File: config.mk
export PLATFORM = sky130hd
export DESIGN_NAME = regfile_read_arbiter
export DESIGN_NICKNAME = d
export VERILOG_FILES = /design/src/rtl/regfile_read_arbiter.sv
export SDC_FILE = /design/constraint.sdc
export NUM_CORES = 1
export LEC_CHECK = 0
export CAP_MARGIN = 20
export CORE_UTILIZATION = 40
export CTS_BUF_LIST = sky130_fd_sc_hd__clkbuf_8 sky130_fd_sc_hd__clkbuf_16
export CTS_CLUSTER_SIZE = 40
export DETAILED_ROUTE_END_ITERATION = 6
export PLACE_DENSITY = 0.88
export SETUP_SLACK_MARGIN = 0.4
export SLEW_MARGIN = 20
export SYNTH_ARGS = -nofsm -noshare
export SYNTH_HDL_FRONTEND = slang
export SYNTH_SLANG_ARGS = --single-unit
File: constraint.sdc
create_clock -name clk -period 5.38 [get_ports clk]
set_clock_uncertainty 0.15 [all_clocks]
set_input_delay 0.807 -clock clk [delete_from_list [all_inputs] [get_ports clk]]
set_output_delay 0.807 -clock clk [all_outputs]
set_load 0.02 [all_outputs]
File: src/rtl/regfile_read_arbiter.sv
// Round-robin arbiter sharing one register-file read port among NREQ requesters.
// Two overlapped stages: grant (select rd_addr) then data (register rd_data/forwarded write).
module regfile_read_arbiter #(
  parameter int unsigned NREQ = 4,
  parameter int unsigned AW   = 5,
  parameter int unsigned DW   = 64
) (
  input  logic                 clk,
  input  logic                 reset,
  input  logic [NREQ-1:0]      req,
  input  logic [NREQ*AW-1:0]   addr,
  input  logic                 stall,
  input  logic                 wr_en,
  input  logic [AW-1:0]        wr_addr,
  input  logic [DW-1:0]        wr_data,
  output logic [AW-1:0]        rd_addr,
  input  logic [DW-1:0]        rd_data,
  output logic [NREQ-1:0]      gnt,
  output logic [NREQ-1:0]      rvalid,
  output logic [DW-1:0]        rdata,
  output logic                 busy
);

  localparam int unsigned PW = (NREQ > 1) ? $clog2(NREQ) : 1;
  localparam logic [AW-1:0] XzrAddr = '1;

  logic [PW-1:0]   ptr_q, ptr_d;
  logic [NREQ-1:0] gnt_q, gnt_d;
  logic [AW-1:0]   rd_addr_q, rd_addr_d;
  logic [NREQ-1:0] rvalid_q, rvalid_d;
  logic [DW-1:0]   rdata_q, rdata_d;

  logic [PW-1:0]   win;
  logic            found;
  logic            fwd_hit;

  // First set req bit at or after ptr_q, wrapping NREQ-1 -> 0.
  always_comb begin
    logic [PW:0] idx;
    idx   = '0;
    win   = '0;
    found = 1'b0;
    for (int unsigned i = 0; i < NREQ; i++) begin
      idx = {1'b0, ptr_q} + (PW+1)'(i);
      if (idx >= (PW+1)'(NREQ)) begin
        idx = idx - (PW+1)'(NREQ);
      end
      if (!found && req[idx[PW-1:0]]) begin
        found = 1'b1;
        win   = idx[PW-1:0];
      end
    end
  end

  // Grant stage
  always_comb begin
    gnt_d     = '0;
    rd_addr_d = rd_addr_q;
    ptr_d     = ptr_q;
    if (!stall && found) begin
      gnt_d[win] = 1'b1;
      rd_addr_d  = addr[32'(win)*AW +: AW];
      if (32'(win) == NREQ - 1) begin
        ptr_d = '0;
      end else begin
        ptr_d = win + PW'(1);
      end
    end
  end

  // Same-edge write to the register being read must win over the stale mux output.
  assign fwd_hit = wr_en && (wr_addr == rd_addr_q) && (wr_addr != XzrAddr);

  // Data stage
  always_comb begin
    rvalid_d = '0;
    rdata_d  = rdata_q;
    if (|gnt_q) begin
      rvalid_d = gnt_q;
      if (rd_addr_q == XzrAddr) begin
        rdata_d = '0;
      end else if (fwd_hit) begin
        rdata_d = wr_data;
      end else begin
        rdata_d = rd_data;
      end
    end
  end

  always_ff @(posedge clk or negedge reset) begin
    if (!reset) begin
      ptr_q     <= '0;
      gnt_q     <= '0;
      rd_addr_q <= XzrAddr;
      rvalid_q  <= '0;
      rdata_q   <= '0;
    end else begin
      ptr_q     <= ptr_d;
      gnt_q     <= gnt_d;
      rd_addr_q <= rd_addr_d;
      rvalid_q  <= rvalid_d;
      rdata_q   <= rdata_d;
    end
  end

  assign gnt     = gnt_q;
  assign rd_addr = rd_addr_q;
  assign rvalid  = rvalid_q;
  assign rdata   = rdata_q;
  assign busy    = |gnt_q;

endmodule

### Word level (Yosys, flattened, before mapping)

Index checks and enable logic that the tools add are counted.

| operators by class | value |
|---|---|
| muxes and demuxes | 27 |
| reductions and logical operators | 12 |
| shift-type cells | 1 |
| add/subtract/negate cells | 8 |
| equal/unequal tests | 4 |
| multiply operators | 1 |
| magnitude comparators | 10 |

Operator list:

| kind | count |
|---|---|
| two-way mux 64 bit | 2 |
| variable part select 20 x 6 -> 5 bit | 1 |
| two-way mux 2 bit | 9 |
| < comparator 2 x 3 -> 1 bit, second input constant | 5 |
| greater-or-equal comparator 3 bit, second input constant | 3 |
| two-way mux 1 bit | 9 |
| binary-select mux 1 bit (select 2 bit) | 4 |
| two-way mux 4 bit | 2 |
| subtractor 2 x 1 -> 2 bit, second input constant | 4 |
| logical AND 1 bit | 7 |
| adder 2 x 2 -> 3 bit, second input constant | 2 |
| equality test 5 bit | 1 |
| equality test 5 bit, second input constant | 1 |
| multiplier 2 x 3 -> 5 bit, second input constant | 1 |
| != test 5 bit, second input constant | 1 |
| zero test 1 bit | 4 |
| OR reduction 4 bit | 1 |
| adder 2 x 1 -> 3 bit, second input constant | 1 |
| greater-or-equal comparator 2 x 3 -> 1 bit, second input constant | 1 |
| adder 2 x 1 -> 2 bit, second input constant | 1 |
| demux 1 bit (select 2 bit) | 1 |
| equality test 2 bit, second input constant | 1 |
| greater-or-equal comparator 2 x 1 -> 1 bit, second input constant | 1 |

| word-level totals | value |
|---|---|
| bits of input ports | 161 |
| register bits after elaboration | 79 |
| word-level logic and storage cells | 68 |

### Logic depth before layout (Yosys ltp)

| depth | value |
|---|---|
| word-level depth | 19 |
| depth in mapped cells | 7 |

### Worst setup path before layout

Ideal clock, no wire load.

| path | value |
|---|---|
| path type | input to register |
| start | input wr_addr[2] |
| end | register rdata_q[0], in the netlist rdata[0] |
| path buffers | 2 |
| data arrival time | 1.860 ns |
| library setup time | 0.124 ns |
| required time | 5.106 ns |
| stages | 7 |
| slack | 3.246 ns |
| path through | xnor2_1 -> nand3_1 -> nor3_1 -> buf_2 -> buf_4 -> mux2i_1 -> o21ai_1 |

| on the way | value |
|---|---|
| word-level cells in the longest chain between the ends | 5 |
| elaborated cells between the ends (all ways) | 6 |

Ends and longest elaborated chain:

| item | line | RTL |
|---|---|---|
| start: declaration | 14 | `input logic [AW-1:0] wr_addr,` |
| equality test 5 bit | 72 | `assign fwd_hit = wr_en && (wr_addr == rd_addr_q) && (wr_addr != XzrAddr);` |
| logical AND 1 bit | 72 |  |
| logical AND 1 bit * | 72 |  |
| two-way mux 64 bit * | 82 | `end else if (fwd_hit) begin` |
| two-way mux 64 bit * | 80 | `if (rd_addr_q == XzrAddr) begin` |
| end signal: assignment | 102 | `rdata_q <= rdata_d;` |
| end: declaration | 31 | `logic [DW-1:0] rdata_q, rdata_d;` |

Mark *: on every way between the ends. The rest lies on a longest branch, timed or not.
A chain may end at the register's enable or synchronous reset.

### Worst setup path after layout

| path | value |
|---|---|
| start | input wr_addr[3] |
| end | register rdata_q[7], in the netlist rdata[7] |

The elaborated chain is that of the path after synthesis.

==> qor.csv <==
stage,metric,value,unit
route,WL final,11.8,mm
yosys,Synthesized Nets,531,
yosys,Yosys top cell by area,dfrtp_1,
worst_setup_path,worst setup path end,rdata[7],
route,WL/cell,16.2,um
cts,htree depth,3,
floorplanning,starting density of the core,41.2,%
global_route,All-Layer GR Usage,24.2,%
route,metal3 WL,824,um
cts,Longest Clk Path Bufs,2,
worst_setup_path,Worst Path Required,5.42,ns
worst_setup_path,Reg2Reg Depth,6,
place,Place WS,1.95,ns
global_route,initial antenna violation count,0,
route,met1 WL,4.39,mm
finish,final core occ,70.6,%
route,vias,3677,
route,final routed DRC violation total,0,
timing,fmax,327,MHz
finish,ANT cells,0,
cts,CTS tree,yes,
finish,most frequent cells in the layout,"clkdlybuf4s50_1, dfrtp_1, nand2_1",
worst_setup_path,crit path DAT,3.10,ns
worst_setup_path,critical path type,input pin to flop,
power,Gate power share,51.6,%
worst_setup_path,crit end category,flop,
status,status,"complete, no violations",
route,Routed Antenna Nets,0,
cts,Hold Buf Count CTS,0,
power,net switching power of the design,1.28,mW
yosys,Area contributors post-synth,"dfrtp_1, mux2i_1, o21ai_1",
worst_setup_path,Crit path max-delay family,buffers and inverters,
floorplanning,die height,99.6,um
cts,setup bufs post-CTS,0,
finish,Final nets,759,
worst_setup_path,CP startpoint kind,input pin,
power,clock power share,16.5,%
worst_setup_path,CP peak stage delay,0.60,ns
timing,"Slew Viols, Final",0,
finish,Finished Layout Cells,731,
yosys,top-area cell type share of the netlist area,48.6,%
run,Max Cap Viol,0,
cts,Num Clock Sinks,79,
floorplanning,Die W,99.6,um
yosys,Mean Syn Cell Area,10.3,um2
floorplanning,Ports,239,
cts,CTS resizes,0,
power,VDD IR max,0.000326,V
power,register share of total power,31.9,%
timing,crit share post-route,56.8,%
yosys,Synth cell types,33,
route,1st-pass router iterations,4,
cts,CTS root buf,clkbuf_8,
power,Leakage,2.56,nW
global_route,first-pass GRT wire length,18.5,mm
worst_setup_path,crit-path max FO,31,
min_path,Min-Delay Path Class,flop to flop,
timing,Setup TNS,0,ns
worst_setup_path,CP Cell Sequence,clkdlybuf4s50_1 -> xnor2_1 -> nand3_1 -> nor3_2 -> buf_4 -> mux2i_1 -> o21ai_1,
timing,final count of hold timing violations,0,
worst_setup_path,Critical path origin,wr_addr[3],
yosys,register bit total from synthesis,79,
worst_setup_path,r2r endpoint,rdata[7],
place,DP Wirelength,9.04,mm
global_route,grt total ovfl,0,
place,number of port buffers,238,
timing,minimum clock period,3.06,ns
cts,number of buffers created by CTS,9,
worst_setup_path,Worst path slowest cell,nor3_2,
route,DR vias/cell,5.03,
route,wire length on met2,6.30,mm
power,P per Cell Area,499,nW/um2
yosys,Mapped Cells,369,
timing,Slew HR,44.0,%
floorplanning,Rows,35,
worst_setup_path,worst r2r src,rd_addr[2],
finish,"Design Area, Final",6520,um2
floorplanning,die area,9920,um2
yosys,mapped cell area,3810,um2
power,switching share of total power,39.5,%
route,Starting DRT DRC Count,84,
yosys,sequential fraction of the synthesis area,52.0,%
power,Pint,1.97,mW
finish,Layout area overhead,71.1,%
worst_setup_path,r2r setup slk,2.73,ns
finish,"commonest non-fill, non-tap cell in the layout",clkdlybuf4s50_1,
cts,clock latency on the worst-skew pair,0.34,ns
timing,actual slew at the worst max-slew pin,0.837,ns
cts,"Clk pin slew, worst setup/hold paths",0.08,ns
floorplanning,Core Box Area,9240,um2
finish,# fillers,710,
place,placed cell area,6270,um2
timing,RSZ-0062 raised after global routing,no,
finish,layout cells sized above 1,5.81,%
timing,Final Setup Violations,0,
timing,final hold slack,0.272,ns
route,Top Metal Used,met4,
place,placer congestion estimate,0.902,
yosys,Yosys warning total,0,
worst_setup_path,Buf/Inv on CP,2,
place,placed cell count,715,
timing,final worst slack,2.32,ns
worst_setup_path,WP depth,7,
global_route,number of global-route vias before repair,3676,
global_route,largest net degree at the start of global routing,80,
power,total power,3.25,mW
[cell type report]
| type | instances | area [um2] | area share, % |
|---|---|---|---|
| Clock inverter | 6 | 109 | 1.67 |
| Sequential cell | 79 | 1980 | 30.4 |
| Tap cell | 129 | 161 | 2.48 |
| Timing Repair Buffer | 242 | 2410 | 37.0 |
| Inverter | 4 | 20.0 | 0.307 |
| Clock buffer | 10 | 138 | 2.11 |
| Multi-Input combinational cell | 261 | 1700 | 26.0 |
[power groups by stage]
stage / Clock [mW] / Combinational [mW] / Sequential [mW]
2_1_floorplan: 0 / 0.551 / 1.35
3_3_place_gp: 0 / 1.65 / 1.03
3_5_place_dp: 0 / 1.69 / 1.05
4_1_cts: 0.548 / 1.70 / 1.04
5_1_grt: 0.576 / 1.81 / 1.07
6_report: 0.537 / 1.68 / 1.04
[kinds of logic after synthesis]
kind of cell | share of synthesized area (%)
adder cells (fa/ha/maj) | 0.328
multiplexers | 18.4
AND/OR/NAND/NOR | 10.6
AO/OA/AOI/OAI | 13.7
flip-flops | 52.0
buffers and inverters | 4.04
XOR/XNOR | 0.919
[synth_stat cells]
cell and number:
ha_1 1, and2_1 2, nand2_8 1, clkbuf_1 10, nor3_1 3, nor2_1 10
a21o_2 1, inv_1 2, dfrtp_1 74, a21oi_1 4, nand2b_1 2, mux2i_1 70
a211oi_1 5, nor4_1 2, xnor2_1 4, nand3_1 2, a2111oi_1 1, o22ai_2 1
nand4_1 1, dfstp_2 5, a21boi_0 5, or2_2 1, nand2_1 72, inv_2 1
o21ai_1 66, buf_4 6, buf_2 8, inv_6 1, o21a_1 1, a2111oi_0 4
buf_6 1, o22a_4 1, o22ai_1 1
[metal layers]
metal | GRT usage (%) | vias up
met5 | 0 | -
met4 | 10.2 | 0
met3 | 6.54 | 23
met2 | 43.8 | 157
met1 | 26.8 | 1756
li1 | - | 1741
[how the worst min path moves through the flow]
stage | start | end | slack (ns) | cells after the start
after global routing | gnt[0] | rvalid[0] | 0.29 | 0
after floorplan | reset | gnt[0] | 0.36 | 0
after CTS | gnt[0] | rvalid[0] | 0.27 | 0
after global placement | gnt[3] | rvalid[3] | 0.26 | 0
final | gnt[0] | rvalid[0] | 0.27 | 0
after detailed placement | gnt[3] | rvalid[3] | 0.26 | 0
[state kept, by name (all words and copies together) (netlist names)]
| signal | flops |
|---|---|
| rd_addr | 5 |
| rvalid | 4 |
| rdata | 64 |
| gnt | 4 |
| ptr_q | 2 |
No activity file was read; power rests on OpenSTA's default activity.
